`src/rtl/command_out_writer_if.sv`:
```
// Command stream from the accelerators into the command-out writer.
// One shared AXI-Stream; tid names the accelerator that sent the beat.
interface command_out_writer_if #(
  parameter int ACC_BITS = 4
);
  logic [63:0]         tdata;
  logic                tvalid;
  logic                tready;
  logic [ACC_BITS-1:0] tid;
  logic                tlast;

  modport master (output tdata, output tvalid, output tid, output tlast, input tready);
  modport slave  (input tdata, input tvalid, input tid, input tlast, output tready);
endinterface

```
`src/rtl/command_out_writer.sv`:
```
// Writes accelerator completion commands into per-accelerator circular
// subqueues of the command-out BRAM. Payload beats go first and the header
// (with its valid byte set) goes last, so the host never sees a partial entry.
// The target slot range is polled free before any beat is accepted.
module command_out_writer #(
  parameter int MAX_ACCS      = 16,
  parameter int ACC_BITS      = $clog2(MAX_ACCS),
  parameter int SUBQUEUE_BITS = 6,
  parameter int RETRY_CYCLES  = 16
) (
  input  logic                clk,
  input  logic                rstn,
  command_out_writer_if.slave in_stream,
  output logic [31:0]         cmdout_queue_addr,
  output logic                cmdout_queue_en,
  output logic [7:0]          cmdout_queue_we,
  output logic [63:0]         cmdout_queue_din,
  input  logic [63:0]         cmdout_queue_dout,
  output logic                cmdout_queue_clk,
  output logic                cmdout_queue_rst,
  output logic                acc_avail_wr,
  output logic [ACC_BITS-1:0] acc_avail_wr_address,
  output logic                protocol_err
);

  localparam int CNT_BITS = (RETRY_CYCLES > 1) ? $clog2(RETRY_CYCLES) : 1;

  localparam logic [2:0] IDLE     = 3'd0;
  localparam logic [2:0] RD_SLOT  = 3'd1;
  localparam logic [2:0] CHK_SLOT = 3'd2;
  localparam logic [2:0] BACKOFF  = 3'd3;
  localparam logic [2:0] ACC_HDR  = 3'd4;
  localparam logic [2:0] PAYLOAD  = 3'd5;
  localparam logic [2:0] WR_HDR   = 3'd6;

  logic [2:0]               state_q, state_d;
  logic [ACC_BITS-1:0]      id_q, id_d;
  logic [3:0]               n_q, n_d;
  logic [3:0]               k_q, k_d;
  logic [55:0]              hdr_q, hdr_d;
  logic [CNT_BITS-1:0]      cnt_q, cnt_d;
  logic                     err_q, err_d;
  logic [SUBQUEUE_BITS-1:0] idx_q [MAX_ACCS];
  logic [SUBQUEUE_BITS-1:0] idx_d [MAX_ACCS];

  logic                     tready_c;
  logic [SUBQUEUE_BITS-1:0] slot_c;
  logic                     slot_busy;
  logic                     len_bad;
  logic [55:0]              unused_dout;

  assign slot_busy        = (cmdout_queue_dout[63:56] != 8'h00);
  assign unused_dout      = cmdout_queue_dout[55:0];
  assign len_bad          = (in_stream.tlast && (k_q != n_q)) || (!in_stream.tlast && (k_q == n_q));
  assign in_stream.tready = tready_c;
  assign cmdout_queue_clk = clk;
  assign cmdout_queue_rst = 1'b0;
  assign protocol_err     = err_q;

  // Sequencer: latch the header, poll the slot range, then stream payload and header into the queue.
  always_comb begin
    state_d = state_q;
    id_d    = id_q;
    n_d     = n_q;
    k_d     = k_q;
    hdr_d   = hdr_q;
    cnt_d   = cnt_q;
    err_d   = err_q;
    idx_d   = idx_q;
    case (state_q)
      IDLE: begin
        if (in_stream.tvalid) begin
          id_d    = in_stream.tid;
          n_d     = in_stream.tdata[11:8];
          hdr_d   = in_stream.tdata[55:0];
          k_d     = 4'd0;
          state_d = RD_SLOT;
        end
      end
      RD_SLOT: begin
        state_d = CHK_SLOT;
      end
      CHK_SLOT: begin
        if (slot_busy) begin
          cnt_d   = CNT_BITS'(RETRY_CYCLES - 1);
          state_d = BACKOFF;
        end else if (k_q == n_q) begin
          state_d = ACC_HDR;
        end else begin
          k_d     = k_q + 4'd1;
          state_d = RD_SLOT;
        end
      end
      BACKOFF: begin
        if (cnt_q == '0) begin
          k_d     = 4'd0;
          state_d = RD_SLOT;
        end else begin
          cnt_d = cnt_q - CNT_BITS'(1);
        end
      end
      ACC_HDR: begin
        if (in_stream.tlast && (n_q != 4'd0)) begin
          err_d = 1'b1;
        end
        if (n_q == 4'd0) begin
          state_d = WR_HDR;
        end else begin
          k_d     = 4'd1;
          state_d = PAYLOAD;
        end
      end
      PAYLOAD: begin
        if (in_stream.tvalid) begin
          if (len_bad) begin
            err_d = 1'b1;
          end
          if (k_q == n_q) begin
            state_d = WR_HDR;
          end else begin
            k_d = k_q + 4'd1;
          end
        end
      end
      WR_HDR: begin
        idx_d[id_q] = idx_q[id_q] + SUBQUEUE_BITS'(n_q) + SUBQUEUE_BITS'(1);
        state_d     = IDLE;
      end
      default: begin
        state_d = IDLE;
      end
    endcase
  end

  // BRAM port, stream ready and availability pulse; all forced quiet while reset is held.
  always_comb begin
    tready_c             = 1'b0;
    cmdout_queue_en      = 1'b0;
    cmdout_queue_we      = 8'h00;
    cmdout_queue_din     = 64'h0;
    acc_avail_wr         = 1'b0;
    acc_avail_wr_address = '0;
    slot_c               = idx_q[id_q] + SUBQUEUE_BITS'(k_q);
    case (state_q)
      RD_SLOT: begin
        cmdout_queue_en = 1'b1;
      end
      ACC_HDR: begin
        tready_c = 1'b1;
      end
      PAYLOAD: begin
        tready_c = 1'b1;
        if (in_stream.tvalid) begin
          cmdout_queue_en  = 1'b1;
          cmdout_queue_we  = 8'hFF;
          cmdout_queue_din = in_stream.tdata;
        end
      end
      WR_HDR: begin
        slot_c               = idx_q[id_q];
        cmdout_queue_en      = 1'b1;
        cmdout_queue_we      = 8'hFF;
        cmdout_queue_din     = {8'h80, hdr_q};
        acc_avail_wr         = 1'b1;
        acc_avail_wr_address = id_q;
      end
      default: begin
        tready_c = 1'b0;
      end
    endcase
    if (!rstn) begin
      tready_c             = 1'b0;
      cmdout_queue_en      = 1'b0;
      cmdout_queue_we      = 8'h00;
      cmdout_queue_din     = 64'h0;
      acc_avail_wr         = 1'b0;
      acc_avail_wr_address = '0;
    end
    cmdout_queue_addr = 32'({id_q, slot_c, 3'b000});
  end

  // State registers with synchronous active-low reset; reset abandons any command in flight.
  always_ff @(posedge clk) begin
    if (!rstn) begin
      state_q <= IDLE;
      id_q    <= '0;
      n_q     <= 4'd0;
      k_q     <= 4'd0;
      hdr_q   <= 56'h0;
      cnt_q   <= '0;
      err_q   <= 1'b0;
      for (int i = 0; i < MAX_ACCS; i++) begin
        idx_q[i] <= '0;
      end
    end else begin
      state_q <= state_d;
      id_q    <= id_d;
      n_q     <= n_d;
      k_q     <= k_d;
      hdr_q   <= hdr_d;
      cnt_q   <= cnt_d;
      err_q   <= err_d;
      idx_q   <= idx_d;
    end
  end

endmodule

```
`src/flat_wrapper.sv`:
```
// flat-port wrapper written by rule: the top's interface ports become plain ports
module command_out_writer_flat 
#(
  parameter int MAX_ACCS      = 16,
  parameter int ACC_BITS      = $clog2(MAX_ACCS),
  parameter int SUBQUEUE_BITS = 6,
  parameter int RETRY_CYCLES  = 16
)
  (clk, rstn, cmdout_queue_addr, cmdout_queue_en, cmdout_queue_we, cmdout_queue_din, cmdout_queue_dout, cmdout_queue_clk, cmdout_queue_rst, acc_avail_wr, acc_avail_wr_address, protocol_err, in_stream_tdata, in_stream_tvalid, in_stream_tid, in_stream_tlast, in_stream_tready);
  command_out_writer_if #(.ACC_BITS(ACC_BITS)) in_stream_i ();
  input  logic clk;
  input  logic rstn;
  output logic [31:0] cmdout_queue_addr;
  output logic cmdout_queue_en;
  output logic [7:0] cmdout_queue_we;
  output logic [63:0] cmdout_queue_din;
  input  logic [63:0] cmdout_queue_dout;
  output logic cmdout_queue_clk;
  output logic cmdout_queue_rst;
  output logic acc_avail_wr;
  output logic [ACC_BITS-1:0] acc_avail_wr_address;
  output logic protocol_err;
  input wire logic [$bits(in_stream_i.tdata)-1:0] in_stream_tdata;
  input wire logic [$bits(in_stream_i.tvalid)-1:0] in_stream_tvalid;
  input wire logic [$bits(in_stream_i.tid)-1:0] in_stream_tid;
  input wire logic [$bits(in_stream_i.tlast)-1:0] in_stream_tlast;
  output wire logic [$bits(in_stream_i.tready)-1:0] in_stream_tready;
  assign in_stream_i.tdata = in_stream_tdata;
  assign in_stream_i.tvalid = in_stream_tvalid;
  assign in_stream_i.tid = in_stream_tid;
  assign in_stream_i.tlast = in_stream_tlast;
  assign in_stream_tready = in_stream_i.tready;
  command_out_writer #(.MAX_ACCS(MAX_ACCS), .ACC_BITS(ACC_BITS), .SUBQUEUE_BITS(SUBQUEUE_BITS), .RETRY_CYCLES(RETRY_CYCLES)) u_core (.clk(clk), .rstn(rstn), .in_stream(in_stream_i), .cmdout_queue_addr(cmdout_queue_addr), .cmdout_queue_en(cmdout_queue_en), .cmdout_queue_we(cmdout_queue_we), .cmdout_queue_din(cmdout_queue_din), .cmdout_queue_dout(cmdout_queue_dout), .cmdout_queue_clk(cmdout_queue_clk), .cmdout_queue_rst(cmdout_queue_rst), .acc_avail_wr(acc_avail_wr), .acc_avail_wr_address(acc_avail_wr_address), .protocol_err(protocol_err));
endmodule
```
`config.mk`:
```
export PLATFORM = sky130hd
export DESIGN_NAME = command_out_writer_flat
export DESIGN_NICKNAME = d
export VERILOG_FILES = /design/src/rtl/command_out_writer_if.sv /design/src/rtl/command_out_writer.sv /design/src/flat_wrapper.sv
export SDC_FILE = /design/constraint.sdc
export NUM_CORES = 1
export LEC_CHECK = 0
export BUFFER_PORTS_ARGS = -buffer_cell sky130_fd_sc_hd__buf_2
export CAP_MARGIN = 15
export CORE_MARGIN = 2
export CORE_UTILIZATION = 52
export CTS_CLUSTER_SIZE = 12
export DETAILED_ROUTE_END_ITERATION = 10
export GPL_TIMING_DRIVEN = 0
export PLACE_DENSITY = 0.8
export SLEW_MARGIN = 20
export SYNTH_ARGS = -nofsm -noshare
export SYNTH_HDL_FRONTEND = slang
export SYNTH_SLANG_ARGS = --single-unit
```
`constraint.sdc`:
```
create_clock -name clk -period 4.3 [get_ports clk]
set_input_delay 0.215 -clock clk [delete_from_list [all_inputs] [get_ports clk]]
set_output_delay 0.215 -clock clk [all_outputs]
set_load 0.05 [all_outputs]
```
After elaboration in Yosys (flattened, before gate mapping). Cells that the tools add are included. Widths: inputs -> output; s select.

Div/mod/pow operators: 0. Mux-type cells: 44. Equality and inequality tests: 18. Add/sub/neg operators: 5. Reductions and logical operators: 21. Bitwise operators: 1. Shifts and indexed selects: 0. Order comparisons: 2. $mul: 0.

Operators by type and width (number): $mux 64 (2); $pmux 64 s2 (1); $bwmux 96 (1); $mux 4 (10); $bmux 6 s4 (1); $demux 6 s4 (1); $mux 6 (4); $pmux 4 s5 (1); $mux 3 (6); $pmux 3 s6 (1); $mux 8 (2); $pmux 8 s2 (1); $add 6x4->6 (2); $ne 2x1->1 const B (5); $ne 2x2->1 const B (5); $eq 3x3->1 const B (3); $mux 1 (9); $logic_not 4->1 (2); $pmux 4 s2 (1); $reduce_and 4->1 (2); $reduce_bool 8->1 (1); $add 6x1->6 const B (1); $eq 3x2->1 const B (2); $reduce_and 6->1 (1); 20 further kinds (26).

Bits of input ports: 136. Register bits after elaboration: 172. Memories: 0. Memory bits (read-only): 0. Word-level logic and storage cells: 114. Bits in writable memories: 0. Bits in latches: 0.

Longest topological paths before layout.
Word-level depth: 7. Gate-level depth with buffers: 13.

==> impl_results.md <==
* Reg2reg start: u_core.id_q[1]$_SDFFE_PN0P_
* Via count at 8666
* Drt drc at 0
* Post-synth EDFFs at 0
* Largest net degree at the start of global routing at 17
* Antenna-violating nets left at 0
* Worst Hold Class: in2reg
* Worst-Margin Slew at 946 ps
* Post-synth top area share at 39.8%
* Area taken by multi-input logic gates at 4560 sq um
* CP Data Required Time at 4090 ps
* Synth cell types at 55
* Routed WL per cell at around 18 microns
* WP buf/inv at 3
* RSZ-0062 raised after global routing: false
* Reg2Reg Depth at 11
* Maximum clock rate at around 240 MHz
* Worst setup SP type: flop
* Number of top-level pins at 250
* Worst-Skew Late Latency at 550 ps
* DR iter-0 viols at 788
* Setup Skew at around 13 ps
* DP HPWL at roughly 18000 microns
* Flop and latch count out of synthesis at around 170
* Avg Vias per Cell at 5.76
* Sw power at 1110 uW
* Max-Cap Viols at 0
* Main synth FF type: dfxtp_1
* Power, Total at 3830 uW
* Layout Utilization at 68.6%
* Slew Limit Fails at 0
* Synth Area per Inst at 8.44 sq um
* CP Max Fanout at 10
* Initial antenna violation count at 0
* Port buffer count at around 170
* Finish-stage setup viols at 0
* First-pass DRT Iterations at 5
* CP endpoint kind: output port
* Gate power share at 15.1%
* Commonest cells in the netlist: 168 x dfxtp_1, 152 x nor2_1, 138 x nand2_1
* Die area at approximately 17000 sq um
* Worst-path clk slew at 70 ps
* Min-delay src: cmdout_queue_dout[62]
* CORE AREA at 15900 sq um
* Pint at 2720 uW
* Setup TNS at 0 ps
* Synth async-reset ratio at 0%
* Fin. Hold Viols at 0
* Max-slew headroom at 36.6%
* Largest area contributor in the netlist: dfxtp_1
* Clk pwr share at 41.9%
* Reg-to-reg critical path endpoint: u_core.idx_q[86]$_SDFFE_PN0P_
* Maximum VDD drop at 0.351 mV
* Nets at between 1000 and 1500
* Gr usage total at 31.1%
* Fin crit period at between 4000 and 5000 ps
* Final GP Congestion at 0.869
* CTS tree: yes
* Pre-CTS setup slack at 47.3 ps
* Synth-to-layout area growth at 29.0%
* Setup ws final at between 200 and 250 ps
* Post-Synthesis Cell Area at 8450 sq um
* Grt ovf at 0
* Die W at 131 microns
* First-pass GRT wire length at 42900 microns
* CP max stage delay at 590 ps
* Fill count at 1231
* Cell Rows at 46
* Most common cell in the synthesized netlist: dfxtp_1
* Kind of critical path: reg2out
* Initial core utilization at roughly 53%
* Hold EP: u_core.state_q[2]$_SDFFE_PN0P_
* Critical path origin: u_core.id_q[0]$_SDFFE_PN0P_
* Die height at 131 microns
* Sw Ratio at 29.0%
* Cells after Synth at 1001
* Final wirelength at 26900 microns
* PwrDens at about 350 nW/um^2
* Worst EP arrival at 3880 ps
* Sequential area share after synthesis at 39.8%
* Delay-heaviest family, CP: multiplexers
* Sequential power share at 43.0%
* Crit-path slowest cell: mux4_2
* Number of global-route vias before repair at 8234
* Status: finished, final reports clean
* Crit-path cells: buf_6 > buf_6 > mux4_2 > mux4_2 > ha_1 > a21o_1 > a21oi_1 > o21ai_0 > nand3_1 > xnor2_1 > buf_2
* Leakage at 0.00428 uW
* Largest cells by area after synthesis: dfxtp_1 40%, nor2_1 6.8%, mux4_2 6.4%
* Share of post-route cells with drive strength above 1 at 23.4%
* Reg2Reg Setup Slack at 220 ps
* Number of diodes at 0
* Hold path cells at 5
* Register area at 3360 sq um
* Yosys warns at 0
* Final worst-path cycle share at 95.3%
cell type report:
class	instances	area share, %
Buffer	110	5.24
Clock buffer	24	4.93
Clock inverter	12	0.701
Inverter	15	0.517
Multi-Input combinational cell	730	41.8
Sequential cell	168	30.9
Tap cell	216	2.48
Timing Repair Buffer	230	13.4
cell families (layout without fill, tap and decap cells):
| kind of cell | after synthesis | in the layout | share of synthesized area, % |
|---|---|---|---|
| compound gates | 255 | 255 | 19.3 |
| xor+xnor | 15 | 15 | 1.64 |
| fa+ha+maj | 12 | 12 | 1.96 |
| buf+inv | 125 | 391 | 7.33 |
| flops | 168 | 168 | 39.8 |
| mux | 64 | 64 | 11.1 |
| other cells | 1 | 23 | 0.0444 |
| simple gates | 361 | 361 | 18.8 |
placed cells by master, fill, tap and decap left out, types with 9 or more instances in the layout:
master / n
buf_2: 176
nand3_1: 9
mux4_2: 24
a211oi_1: 49
a22oi_1: 58
dlygate4sd3_1: 61
dfxtp_1: 167
buf_4: 37
o21ai_0: 26
and3_1: 12
inv_1: 14
a21oi_1: 100
mux2i_1: 40
clkbuf_16: 20
nand2_1: 138
nor2_1: 152
clkbuf_1: 62
conb_1: 23
ha_1: 10
worst max path at each step:
stage                               endpoint  cells after the start
2_1_floorplan           cmdout_queue_addr[8]                     10
3_3_place_gp   u_core.idx_q[88]$_SDFFE_PN0P_                     13
3_5_place_dp   u_core.idx_q[52]$_SDFFE_PN0P_                     13
4_1_cts                 cmdout_queue_addr[8]                     11
5_1_grt                 cmdout_queue_addr[8]                     11
6_report                cmdout_queue_addr[8]                     11
stage by stage:
step           cell area, sq um  cells  hold slack, ps
6_report                  10900   1505             154
5_1_grt                   10900   1505             176
4_1_cts                   10900   1503             145
3_5_place_dp               9640   1407             447
3_3_place_gp               9640   1407             442
2_1_floorplan              8530   1023             351
sequential cells by signal, summed over array words and instances, names as in the netlist:
name                 cells
u_core.hdr_q            56
u_core.protocol_err      1
u_core.k_q               4
u_core.state_q           3
u_core.id_q              4
u_core.idx_q            96
u_core.cnt_q             4
repair_timing:
| item | CTS | global route |
|---|---|---|
| buffers inserted | 0 | 2 |
| hold buffers | 61 | 0 |
| gates resized for setup | 0 | 8 |
| setup endpoints to repair | 0 | 33 |
| endpoints found under the hold margin | 61 | 0 |
worst register-to-register path, stage by stage, from the launching register on:
cell      delay, ps
dfxtp_2         420
buf_4           250
buf_2           330
mux4_2          360
mux4_2          540
inv_1           100
ha_1            180
inv_1            60
fa_1            450
xnor2_1         660
clkbuf_1        430
a211oi_1        150
power groups by stage:
stage	Combinational (uW)	Clock, uW	Sequential [uW]
CTS	561	1610	1650
floorplan	363	50.1	1680
detailed placement	513	56.9	1680
global route	621	1670	1660
global placement	505	56.9	1680
finish	578	1600	1650
per-layer routing:
metal	vias up	routed length [microns]	GRT usage (%)
met3	86	2470	8.60
met5	-	0	0
met1	4067	10900	39.1
met2	505	12700	50.3
met4	0	850	12.9
li1	4008	-	-
(Power assumes the default switching activity.)
